File: src/rtl/frame_buffer_write_ctrl_multipage_if.sv
// frame_buffer_write_ctrl_multipage_if: FIFO-pop and RAM-write bundle of the frame buffer write controller.
//   empty   : capture FIFO empty; head word and sof valid when low
//   sof     : head word is pixel 0 of a frame
//   rd_en   : FIFO pop (combinational in the controller)
//   wr      : write strobe for the popped word, one cycle after rd_en
//   addr_wr : pixel-granular write address, held while wr is low
//   master  : FIFO/RAM side, slave: controller side
interface frame_buffer_write_ctrl_multipage_if #(
   parameter int ADDR_WIDTH = 32
);
   logic                  empty;
   logic                  sof;
   logic                  rd_en;
   logic                  wr;
   logic [ADDR_WIDTH-1:0] addr_wr;
   modport master (output empty, sof, input rd_en, wr, addr_wr);
   modport slave  (input empty, sof, output rd_en, wr, addr_wr);
endinterface

File: src/rtl/frame_buffer_write_ctrl_multipage.sv
// frame_buffer_write_ctrl_multipage: N-page frame buffer write controller with reader-page avoidance.
//   clk_i, resetn_i        : clock, asynchronous active-low reset
//   enable_i               : run; deassertion takes effect only at a frame boundary
//   resolution_width_i/_depth_i : active pixels per line / lines per frame
//   bus (slave)            : FIFO pop and write strobe/address bundle
//   rd_active_i, rd_page_i : reader is scanning rd_page_i
//   wr_page_o, last_page_o : page being written, most recently completed page
//   page_valid_o           : sticky, at least one page completed
//   frame_done_o, sof_err_o, frame_drop_o : single-cycle event pulses
module frame_buffer_write_ctrl_multipage #(
   parameter int ADDR_WIDTH = 32,
   parameter int NUM_PAGES  = 3,
   parameter int PAGE_W     = 2
) (
   input  logic                 clk_i,
   input  logic                 resetn_i,
   input  logic                 enable_i,
   input  logic [15:0]          resolution_width_i,
   input  logic [15:0]          resolution_depth_i,
   input  logic                 rd_active_i,
   input  logic [PAGE_W-1:0]    rd_page_i,
   frame_buffer_write_ctrl_multipage_if.slave bus,
   output logic [PAGE_W-1:0]    wr_page_o,
   output logic [PAGE_W-1:0]    last_page_o,
   output logic                 page_valid_o,
   output logic                 frame_done_o,
   output logic                 sof_err_o,
   output logic                 frame_drop_o
);
   typedef enum logic [1:0] {IDLE, WAIT_SOF, WRITE, FLIP} state_t;

   state_t                  state_q;
   logic [ADDR_WIDTH-1:0]   page_size_q, base_q, count_q, addr_q;
   logic [PAGE_W-1:0]       wr_page_q, last_page_q;
   logic                    wr_q, page_valid_q, frame_done_q, sof_err_q, frame_drop_q;
   logic [31:0]             product_d;
   logic [ADDR_WIDTH-1:0]   page_size_d, base_d;
   logic [PAGE_W-1:0]       cand_a_d, cand_d;
   logic                    pop_d, last_pix_d;

   function automatic logic [PAGE_W-1:0] next_page(input logic [PAGE_W-1:0] p);
      return (p == PAGE_W'(NUM_PAGES - 1)) ? '0 : p + 1'b1;
   endfunction

   always_comb begin
      product_d   = 32'(resolution_width_i) * 32'(resolution_depth_i);
      page_size_d = ADDR_WIDTH'(product_d);
      cand_a_d    = next_page(wr_page_q);
      // skip the page the reader holds; with two pages this can land back on our own page
      cand_d      = (rd_active_i && cand_a_d == rd_page_i) ? next_page(cand_a_d) : cand_a_d;
      base_d      = ADDR_WIDTH'(cand_d) * page_size_q;
      pop_d       = (state_q == WAIT_SOF) ? (enable_i && page_size_d != '0 && !bus.empty)
                                          : (state_q == WRITE && !bus.empty);
      last_pix_d  = count_q == page_size_q - ADDR_WIDTH'(1);
   end

   assign bus.rd_en    = pop_d;
   assign bus.wr       = wr_q;
   assign bus.addr_wr  = addr_q;
   assign wr_page_o    = wr_page_q;
   assign last_page_o  = last_page_q;
   assign page_valid_o = page_valid_q;
   assign frame_done_o = frame_done_q;
   assign sof_err_o    = sof_err_q;
   assign frame_drop_o = frame_drop_q;

   always_ff @(posedge clk_i or negedge resetn_i) begin
      if (!resetn_i) begin
         state_q      <= IDLE;
         page_size_q  <= '0;
         base_q       <= '0;
         count_q      <= '0;
         addr_q       <= '0;
         wr_page_q    <= '0;
         last_page_q  <= '0;
         wr_q         <= 1'b0;
         page_valid_q <= 1'b0;
         frame_done_q <= 1'b0;
         sof_err_q    <= 1'b0;
         frame_drop_q <= 1'b0;
      end else begin
         // pops while hunting for SOF are discarded, every other pop is written
         wr_q         <= pop_d && (state_q == WRITE || bus.sof);
         frame_done_q <= 1'b0;
         sof_err_q    <= 1'b0;
         frame_drop_q <= 1'b0;
         case (state_q)
            IDLE: if (enable_i) state_q <= WAIT_SOF;
            WAIT_SOF: begin
               page_size_q <= page_size_d;
               if (!enable_i) state_q <= IDLE;
               else if (pop_d && bus.sof) begin
                  addr_q  <= base_q;
                  count_q <= (page_size_d == ADDR_WIDTH'(1)) ? '0 : ADDR_WIDTH'(1);
                  state_q <= (page_size_d == ADDR_WIDTH'(1)) ? FLIP : WRITE;
               end
            end
            WRITE: if (pop_d) begin
               if (bus.sof && count_q != '0) begin
                  sof_err_q <= 1'b1;
                  addr_q    <= base_q;
                  count_q   <= ADDR_WIDTH'(1);
               end else begin
                  addr_q  <= base_q + count_q;
                  count_q <= last_pix_d ? '0 : count_q + ADDR_WIDTH'(1);
                  if (last_pix_d) state_q <= FLIP;
               end
            end
            FLIP: begin
               frame_done_q <= 1'b1;
               last_page_q  <= wr_page_q;
               page_valid_q <= 1'b1;
               frame_drop_q <= cand_d == wr_page_q;
               wr_page_q    <= cand_d;
               base_q       <= base_d;
               state_q      <= enable_i ? WAIT_SOF : IDLE;
            end
            default: state_q <= IDLE;
         endcase
      end
   end
endmodule

File: src/flat_wrapper.sv
// flat-port wrapper written by rule: the top's interface ports become plain ports
module frame_buffer_write_ctrl_multipage_flat 
#(
   parameter int ADDR_WIDTH = 32,
   parameter int NUM_PAGES  = 3,
   parameter int PAGE_W     = 2
)
  (clk_i, resetn_i, enable_i, resolution_width_i, resolution_depth_i, rd_active_i, rd_page_i, wr_page_o, last_page_o, page_valid_o, frame_done_o, sof_err_o, frame_drop_o, bus_empty, bus_sof, bus_rd_en, bus_wr, bus_addr_wr);
  frame_buffer_write_ctrl_multipage_if #(.ADDR_WIDTH(ADDR_WIDTH)) bus_i ();
  input  logic clk_i;
  input  logic resetn_i;
  input  logic enable_i;
  input  logic [15:0] resolution_width_i;
  input  logic [15:0] resolution_depth_i;
  input  logic rd_active_i;
  input  logic [PAGE_W-1:0] rd_page_i;
  output logic [PAGE_W-1:0] wr_page_o;
  output logic [PAGE_W-1:0] last_page_o;
  output logic page_valid_o;
  output logic frame_done_o;
  output logic sof_err_o;
  output logic frame_drop_o;
  input wire logic [$bits(bus_i.empty)-1:0] bus_empty;
  input wire logic [$bits(bus_i.sof)-1:0] bus_sof;
  output wire logic [$bits(bus_i.rd_en)-1:0] bus_rd_en;
  output wire logic [$bits(bus_i.wr)-1:0] bus_wr;
  output wire logic [$bits(bus_i.addr_wr)-1:0] bus_addr_wr;
  assign bus_i.empty = bus_empty;
  assign bus_i.sof = bus_sof;
  assign bus_rd_en = bus_i.rd_en;
  assign bus_wr = bus_i.wr;
  assign bus_addr_wr = bus_i.addr_wr;
  frame_buffer_write_ctrl_multipage #(.ADDR_WIDTH(ADDR_WIDTH), .NUM_PAGES(NUM_PAGES), .PAGE_W(PAGE_W)) u_core (.clk_i(clk_i), .resetn_i(resetn_i), .enable_i(enable_i), .resolution_width_i(resolution_width_i), .resolution_depth_i(resolution_depth_i), .rd_active_i(rd_active_i), .rd_page_i(rd_page_i), .bus(bus_i), .wr_page_o(wr_page_o), .last_page_o(last_page_o), .page_valid_o(page_valid_o), .frame_done_o(frame_done_o), .sof_err_o(sof_err_o), .frame_drop_o(frame_drop_o));
endmodule
File: config.mk
export PLATFORM = sky130hd
export DESIGN_NAME = frame_buffer_write_ctrl_multipage_flat
export DESIGN_NICKNAME = d
export VERILOG_FILES = /design/src/rtl/frame_buffer_write_ctrl_multipage_if.sv /design/src/rtl/frame_buffer_write_ctrl_multipage.sv /design/src/flat_wrapper.sv
export SDC_FILE = /design/constraint.sdc
export NUM_CORES = 1
export LEC_CHECK = 0
export ABC_AREA = 0
export CORE_MARGIN = 4
export CORE_UTILIZATION = 44
export CTS_CLUSTER_SIZE = 8
export DETAILED_ROUTE_END_ITERATION = 16
export GPL_ROUTABILITY_DRIVEN = 0
export MAX_ROUTING_LAYER = met4
export PLACE_DENSITY = 0.58
export SYNTH_ARGS = -nofsm -noshare
export SYNTH_HDL_FRONTEND = slang
export SYNTH_SLANG_ARGS = --single-unit
File: constraint.sdc
create_clock -name clk_i -period 19.7 [get_ports clk_i]
set_clock_uncertainty 0.05 [all_clocks]
set_input_delay 3.94 -clock clk_i [delete_from_list [all_inputs] [get_ports clk_i]]
set_output_delay 3.94 -clock clk_i [all_outputs]
set_load 0.05 [all_outputs]
==> metrics <==
RSZ-0062 raised after global routing false; Worst slew margin 16.2%; die width 219 um; count of different cell masters after synthesis 85; final-report hold violation count 0; TritonRoute pass-1 iters 5; num ports 82; post-CTS sizing 0; Setup violations, final 0; htree depth 4; Mapped Area 19700 um^2; worst path arrival time 12.43 ns; Yosys reg bits 139; register area share after synthesis 17.7%; synth top area cells fa_1 20%, dfrtp_1 18%, ha_1 11%, and2_1 6.1%, nand2_1 5.6%; max incr delay on CP 0.85 ns; CTS sink count 139; die area 48100 um^2; number of global-route vias before repair 16.3k; Residual DRC 0; CTS tree yes; core area 44200 um^2; Hold WC Path Type flop to flop; # port buffers 81; worst endpoint required time 15.71 ns; Crit-path slowest cell clkdlybuf4s50_1; Area growth syn-to-layout 8.89%; share of the synthesized area in the top cell type 20.0%; Main synth FF type dfrtp_1; R2R Setup Slk 14.63 ns; Final nets 2699; Crit path max-delay family adder cells; worst-case reg-to-reg path depth 19; pin count of the biggest net entering global routing 77; DP Wirelength 41600 um; FMAX 0.0609 GHz; Hold Crit Depth 1; GRT overflow 0; Worst Setup Path Type input port to primary output; clock period minus worst slack 16.42 ns; Yosys warning total 0; TritonCTS Buffers 17; Die H 219 um; number of buffers and inverters on the critical path 6; vias 16.3k; status completed; Initial Util 44.4%; Clock Tree Buf Depth 2; clk_lat worst skew 0.45 ns; global-route wire length before repair 86300 um; initial antenna violation count 0; Worst Tran Pin Value 1.26 ns; vias per cell 5.60; n_diodes 0; crit path max fanout 16; startpoint type of the worst setup path input port; syn nets 2696; beginning of the worst register-to-register path u_core.wr_page_o[1]; gr usage total 22.8%; # hold bufs at CTS 0; total negative slack 0 ns; # Max-Cap Violations 0; number of post-CTS setup repair buffers 0; Avg WL per Cell 18.1 um; Rows 77; commonest non-fill, non-tap cells in the layout 289 x nand2_1, 252 x inv_1, 196 x fa_1, 193 x and2_1, 168 x ha_1; layout cells sized above 1 5.20%; commonest non-fill, non-tap cell in the layout nand2_1; Routed WL 52400 um; hold_sp u_core.page_valid_o; synthesized instance count 2292; Final Cycle Share 83.3%; Fill cells 4262; Final Max Tran Viols 0; Crit. End Element primary output; root buffer cell clkbuf_16; largest area contributor in the netlist fa_1; Starting DRT DRC Count 871; Async SR Flop Fraction 100%; Syn Area/Cell 8.57 um^2; FF-to-FF End u_core.base_q[29]; EDFF count, synth 0; Min-Delay Endpoint u_core.page_valid_o; cell mode on critical path fa_1; post-route ant nets 0; Reg clk slew, reported paths 0.06 ns
==> cell type report <==
class	count	area (um^2)	share of cell area, %
multi-input cells	1789	14700	68.8
repair buffers	95	917	4.29
clock buffers	22	474	2.22
clock inverters	10	114	0.532
inverters	253	950	4.44
flip-flops and latches	139	3480	16.3
well taps	592	741	3.46
==> synthesized netlist by cell type, types with 24 or more instances <==
cell,number
o31ai_1,54
inv_1,252
nor3_1,29
nand2_1,291
a21o_1,32
clkbuf_1,81
dfrtp_1,139
mux2_2,39
fa_1,196
o21ai_0,127
xor2_1,49
nor2_1,86
ha_1,168
o21a_1,24
xnor2_1,47
and2_1,193
and3_1,30
nand4_1,27
a21oi_1,72
nand3_1,35
==> logic make-up after synthesis <==
logic type / share of synthesized area, %
flip-flops: 17.7
AND/OR/NAND/NOR: 21.4
adder cells (fa/ha/maj): 30.7
buffers and inverters: 7.46
XOR/XNOR: 4.28
multiplexers: 2.90
other: 0.0191
AO/OA/AOI/OAI: 15.6
==> metal layers <==
layer	global-route usage [%]	vias up	share of wire, %
met1	29.9	8046	46
met2	38.0	352	48
met4	6.49	0	2.3
li1	-	7790	-
met3	2.05	62	3.3
met5	-	-	0
==> how the worst max path moves through the flow <==
stage	start	to	slack, ns	cells after the start
detailed placement	resolution_width_i[7]	bus_rd_en	3.38	25
global route	resolution_depth_i[1]	bus_rd_en	2.72	24
CTS	resolution_width_i[7]	bus_rd_en	3.37	25
floorplan	resolution_width_i[11]	bus_rd_en	5.62	24
global placement	resolution_width_i[6]	bus_rd_en	3.59	25
finish	resolution_width_i[5]	bus_rd_en	3.28	25
==> sequential cells by signal (all words and copies together), names as in the netlist, 2 cells and up, named ones only <==
name and flops:
u_core.base_q 32, u_core.bus.addr_wr 32, u_core.count_q 32, u_core.page_size_q 32
u_core.last_page_o 2, u_core.wr_page_o 2
==> through the flow <==
| step | worst slack (ns) | hold slack (ns) | area [um^2] | cells | utilization (%) |
|---|---|---|---|---|---|
| after floorplan | 5.62 | 0.420 | 19700 | 2292 | - |
| after global placement | 3.59 | 0.407 | 20800 | 2868 | 47.1 |
| after detailed placement | 3.38 | 0.411 | 20800 | 2868 | 47.1 |
| after CTS | 3.37 | 0.429 | 21400 | 2900 | 48.4 |
| after global routing | 2.72 | 0.456 | 21400 | 2900 | 48.4 |
| final | 3.28 | 0.418 | 21400 | 2900 | 48.4 |
Power is not shown: default switching activity piles up to over one toggle a cycle in this logic, so the estimate is an artifact.
==> RTL change 1: new RTL, same settings <==
`PAGE_W` is set to 2 in 2 places; all go to 3.
--- a/src/rtl/frame_buffer_write_ctrl_multipage.sv
+++ b/src/rtl/frame_buffer_write_ctrl_multipage.sv
@@ -12,3 +12,3 @@
    parameter int NUM_PAGES  = 3,
-   parameter int PAGE_W     = 2
+   parameter int PAGE_W     = 3
 ) (
--- a/src/flat_wrapper.sv
+++ b/src/flat_wrapper.sv
@@ -5,3 +5,3 @@
    parameter int NUM_PAGES  = 3,
-   parameter int PAGE_W     = 2
+   parameter int PAGE_W     = 3
 )
Ports: changed (resized last_page_o, rd_page_i and wr_page_o); port bits go from 82 to 85. No check against the original RTL was run, so the function may have changed too.
==> RTL change 1 against the original RTL <==
Register-to-register slack worse by 1.2 ns; die area up 3.2%; area after synthesis up 3.3%; cell count up 5.9%; wire length up 4.0%; cell area up 3.2%; sequential cell count up 2; worst setup slack better by 0.12 ns; sequential share of layout area down 0.27 points.
Power is left out: the tool's default activity adds up to more than one toggle a clock period on the data nets, which glitch-free logic cannot reach.
==> RTL change 1: results (changes against the original RTL) <==
outcome complete, no violations (unchanged); routed vias/inst 5.51 (was 5.60); layout buffering overhead excluding clock cells 4.12% (was 4.29%); area occupied by multi-input gates 0.0151 sq mm (was 0.0147 sq mm); Post-synth top cells nand2_1, inv_1, fa_1 (unchanged); Total GRT Usage 22.9% (was 22.8%); DR WL met3 2.19 mm (was 1.73 mm); metal2 WL 26.6 mm (was 25.3 mm); share of layout cells above drive strength 1 3.20% (was 5.20%); Syn Nets 2,896 (was 2,696); R2R Setup Slk 13.44 ns (was 14.63 ns); reg2reg path depth 22 (was 19); sequential cell area fraction in the yosys report 17.4% (was 17.7%); Crit path largest cell delay 0.97 ns (was 0.85 ns); WL met1 24.0 mm (was 24.1 mm); initial antenna violation count 1 (was 0); routed len/inst 17.7 microns (was 18.1 microns); register bit total from synthesis 141 (was 139); first-pass GRT wire length 90.8 mm (was 86.3 mm); Least-Margin Pin Slew 1.06 ns (was 1.26 ns); met2 GRT Util 38.6% (was 38.0%); GR Util met1 29.0% (was 29.9%); Distinct cells, synth 86 (was 85); GR met3 Demand/Resource 2.13% (was 2.05%); dpl hpwl 43.2 mm (was 41.6 mm); Iter 0 DRT Violations 1,062 (was 871); top area cells in the synthesized netlist fa_1, dfrtp_1, ha_1 (unchanged); capture point of the worst reg-to-reg path u_core.base_q[31] (was u_core.base_q[29]); fillers 4,496 (was 4,262); vias in the first global route 17,365 (was 16,307); number of non-clock buffers in the layout 93 (was 95); pin count of the biggest net entering global routing 89 (was 77); I/O Buffers 84 (was 81); final-layout clock-cell area share 2.66% (was 2.75%); post-CTS sizing 0 (unchanged); CP startpoint resolution_depth_i[7] (was resolution_width_i[5])
-- RTL change 1: through the flow --
stage / utilization (%) / instances / instance area (sq um) / setup WS [ns] / hold WS [ns]
6_report: 48.6 / 3071 / 22100 / 3.40 / 0.414
3_3_place_gp: 47.3 / 3039 / 21500 / 3.49 / 0.401
2_1_floorplan: - / 2462 / 20300 / 5.50 / 0.414
3_5_place_dp: 47.3 / 3039 / 21500 / 3.44 / 0.404
4_1_cts: 48.6 / 3071 / 22100 / 3.43 / 0.420
5_1_grt: 48.6 / 3071 / 22100 / 3.09 / 0.433
-- RTL change 1: logic make-up (layout without fill, tap and decap cells) --
logic type	count (synthesis)	in the layout	share of synthesized area [%]
AO/OA/AOI/OAI	458	458	14.1
AND/OR/NAND/NOR	898	898	21.5
other	1	1	0.0185
multiplexers	21	21	1.12
XOR/XNOR	113	113	4.87
adder cells (fa/ha/maj)	393	393	32.5
buffers and inverters	437	446	8.42
flip-flops	141	141	17.4
==> RTL change 2: new RTL, same flow settings <==
Made on the original files. The 4 states of `state_t` get a Gray code encoding in 2 bits.
--- a/src/rtl/frame_buffer_write_ctrl_multipage.sv
+++ b/src/rtl/frame_buffer_write_ctrl_multipage.sv
@@ -29,3 +29,3 @@
 );
-   typedef enum logic [1:0] {IDLE, WAIT_SOF, WRITE, FLIP} state_t;
+   typedef enum logic [1:0] {IDLE = 2'b00, WAIT_SOF = 2'b01, WRITE = 2'b11, FLIP = 2'b10} state_t;
 
Behaviour: same outputs for any inputs over 4 cycles, from zero or initial values and one cycle with resetn_i low; so few cycles prove little.
==> RTL change 2 against the original RTL <==
Maximum frequency grew 4.1%; sequential cell count unchanged; worst setup slack better by 0.64 ns; cell area fell by 0.50%; critical endpoint unchanged; area after synthesis is 0.73% lower; synthesized cell count rose by 2.8%; wire length up 3.0%.
Power is not shown: default switching activity piles up to over one toggle a cycle in this logic, so the estimate is an artifact.
==> RTL change 2: results (changes against the original RTL) <==
GR Util met1 29.0% (was 29.9%); DR WL met3 1.65 mm (was 1.73 mm); sequential cell area fraction in the yosys report 17.8% (was 17.7%); CTS clk-pin slew, worst paths 0.06 ns (about the same); adder-cell area share of the yosys netlist 30.9% (was 30.7%); met2 GRT Util 40.9% (was 38.0%); syn avg cell area 8.28 sq um (was 8.57 sq um); CP delay by family, top adder cells (unchanged); Placed Area 0.0207 sq mm (was 0.0208 sq mm); Total GRT Usage 23.8% (was 22.8%); pin count of the biggest net entering global routing 94 (was 77); CP startpoint resolution_width_i[12] (was resolution_width_i[5]); Reg2Reg Launch Point u_core.page_size_q[0] (was u_core.wr_page_o[1]); GR met3 Demand/Resource 2.11% (was 2.05%); outcome complete, no violations (unchanged); fin cells 2,956 (was 2,900); postcts setup bufs 0 (unchanged); Synth Flop Type dfrtp_1 (unchanged); first-pass GRT wire length 88.4 mm (was 86.3 mm); Synth Area in XOR/XNOR 4.71% (was 4.28%); Iter 0 DRT Violations 1,100 (was 871); initial antenna violation count 0 (unchanged); Post-synth top cells nand2_1, inv_1, fa_1 (unchanged); fillers 4,252 (was 4,262); Post-Place Cells 2,924 (was 2,868); Syn Nets 2,761 (was 2,696); TritonCTS Buffers 17 (unchanged); WL met1 22.8 mm (was 24.1 mm); Yosys warning count 0 (unchanged); pre-CTS setup slack 3.95 ns (was 3.38 ns); Least-Margin Pin Slew 1.12 ns (was 1.26 ns); routed vias/inst 5.58 (was 5.60); FFs w/ async S/R, synth 100% (unchanged); I/O Buffers 81 (unchanged); compound-gate portion of the synthesized area 15.5% (was 15.6%); share of layout cells above drive strength 1 3.75% (was 5.20%); dpl hpwl 43.1 mm (was 41.6 mm); Hold Crit Class register to register (unchanged); mux cell area share after synthesis 1.39% (was 2.90%); top area cells in the synthesized netlist fa_1, dfrtp_1, ha_1 (unchanged); Slowest cell on crit path clkdlybuf4s50_1 (unchanged); metal2 WL 27.5 mm (was 25.3 mm); drt total wl 54.0 mm (was 52.4 mm); Distinct cells, synth 87 (was 85); Clk Latency, worst-skew pair 0.44 ns; vias in the first global route 16,791 (was 16,307)
-- RTL change 2: cell types whose count changed after synthesis, moves of 10 or more --
cell,unedited run,this run
o21a_1,24,9
o21ai_0,127,160
o21ai_1,9,23
a21oi_1,72,112
mux2_2,39,16
inv_1,252,268
nand3_1,35,45
clkbuf_1,81,93
nand2_1,291,324
o31ai_1,54,19
nor2_1,86,100
-- RTL change 2: path summary, 6_finish.rpt --
kind / end / depth (start not counted) / slack (ns)
max: bus_rd_en / 23 / 3.92
min: u_core.page_valid_o / 1 / 0.42
max reg2reg: u_core.count_q[26] / 13 / 14.74
min reg2reg: u_core.page_valid_o / 1 / 0.42
max in group asynchronous: u_core.count_q[23] / 2 / 14.81
min in group asynchronous: u_core.bus.addr_wr[6] / 1 / 3.45
-- RTL change 2: area by class of cell --
cell class	count	area [sq um]	share of cell area [%]
multi-input combinational	1840	14600	68.5
sequential	139	3480	16.3
inverter	270	1010	4.76
timing repair buffer	90	880	4.13
tap	585	732	3.44
clock buffer	18	429	2.02
clock inverter	14	183	0.858
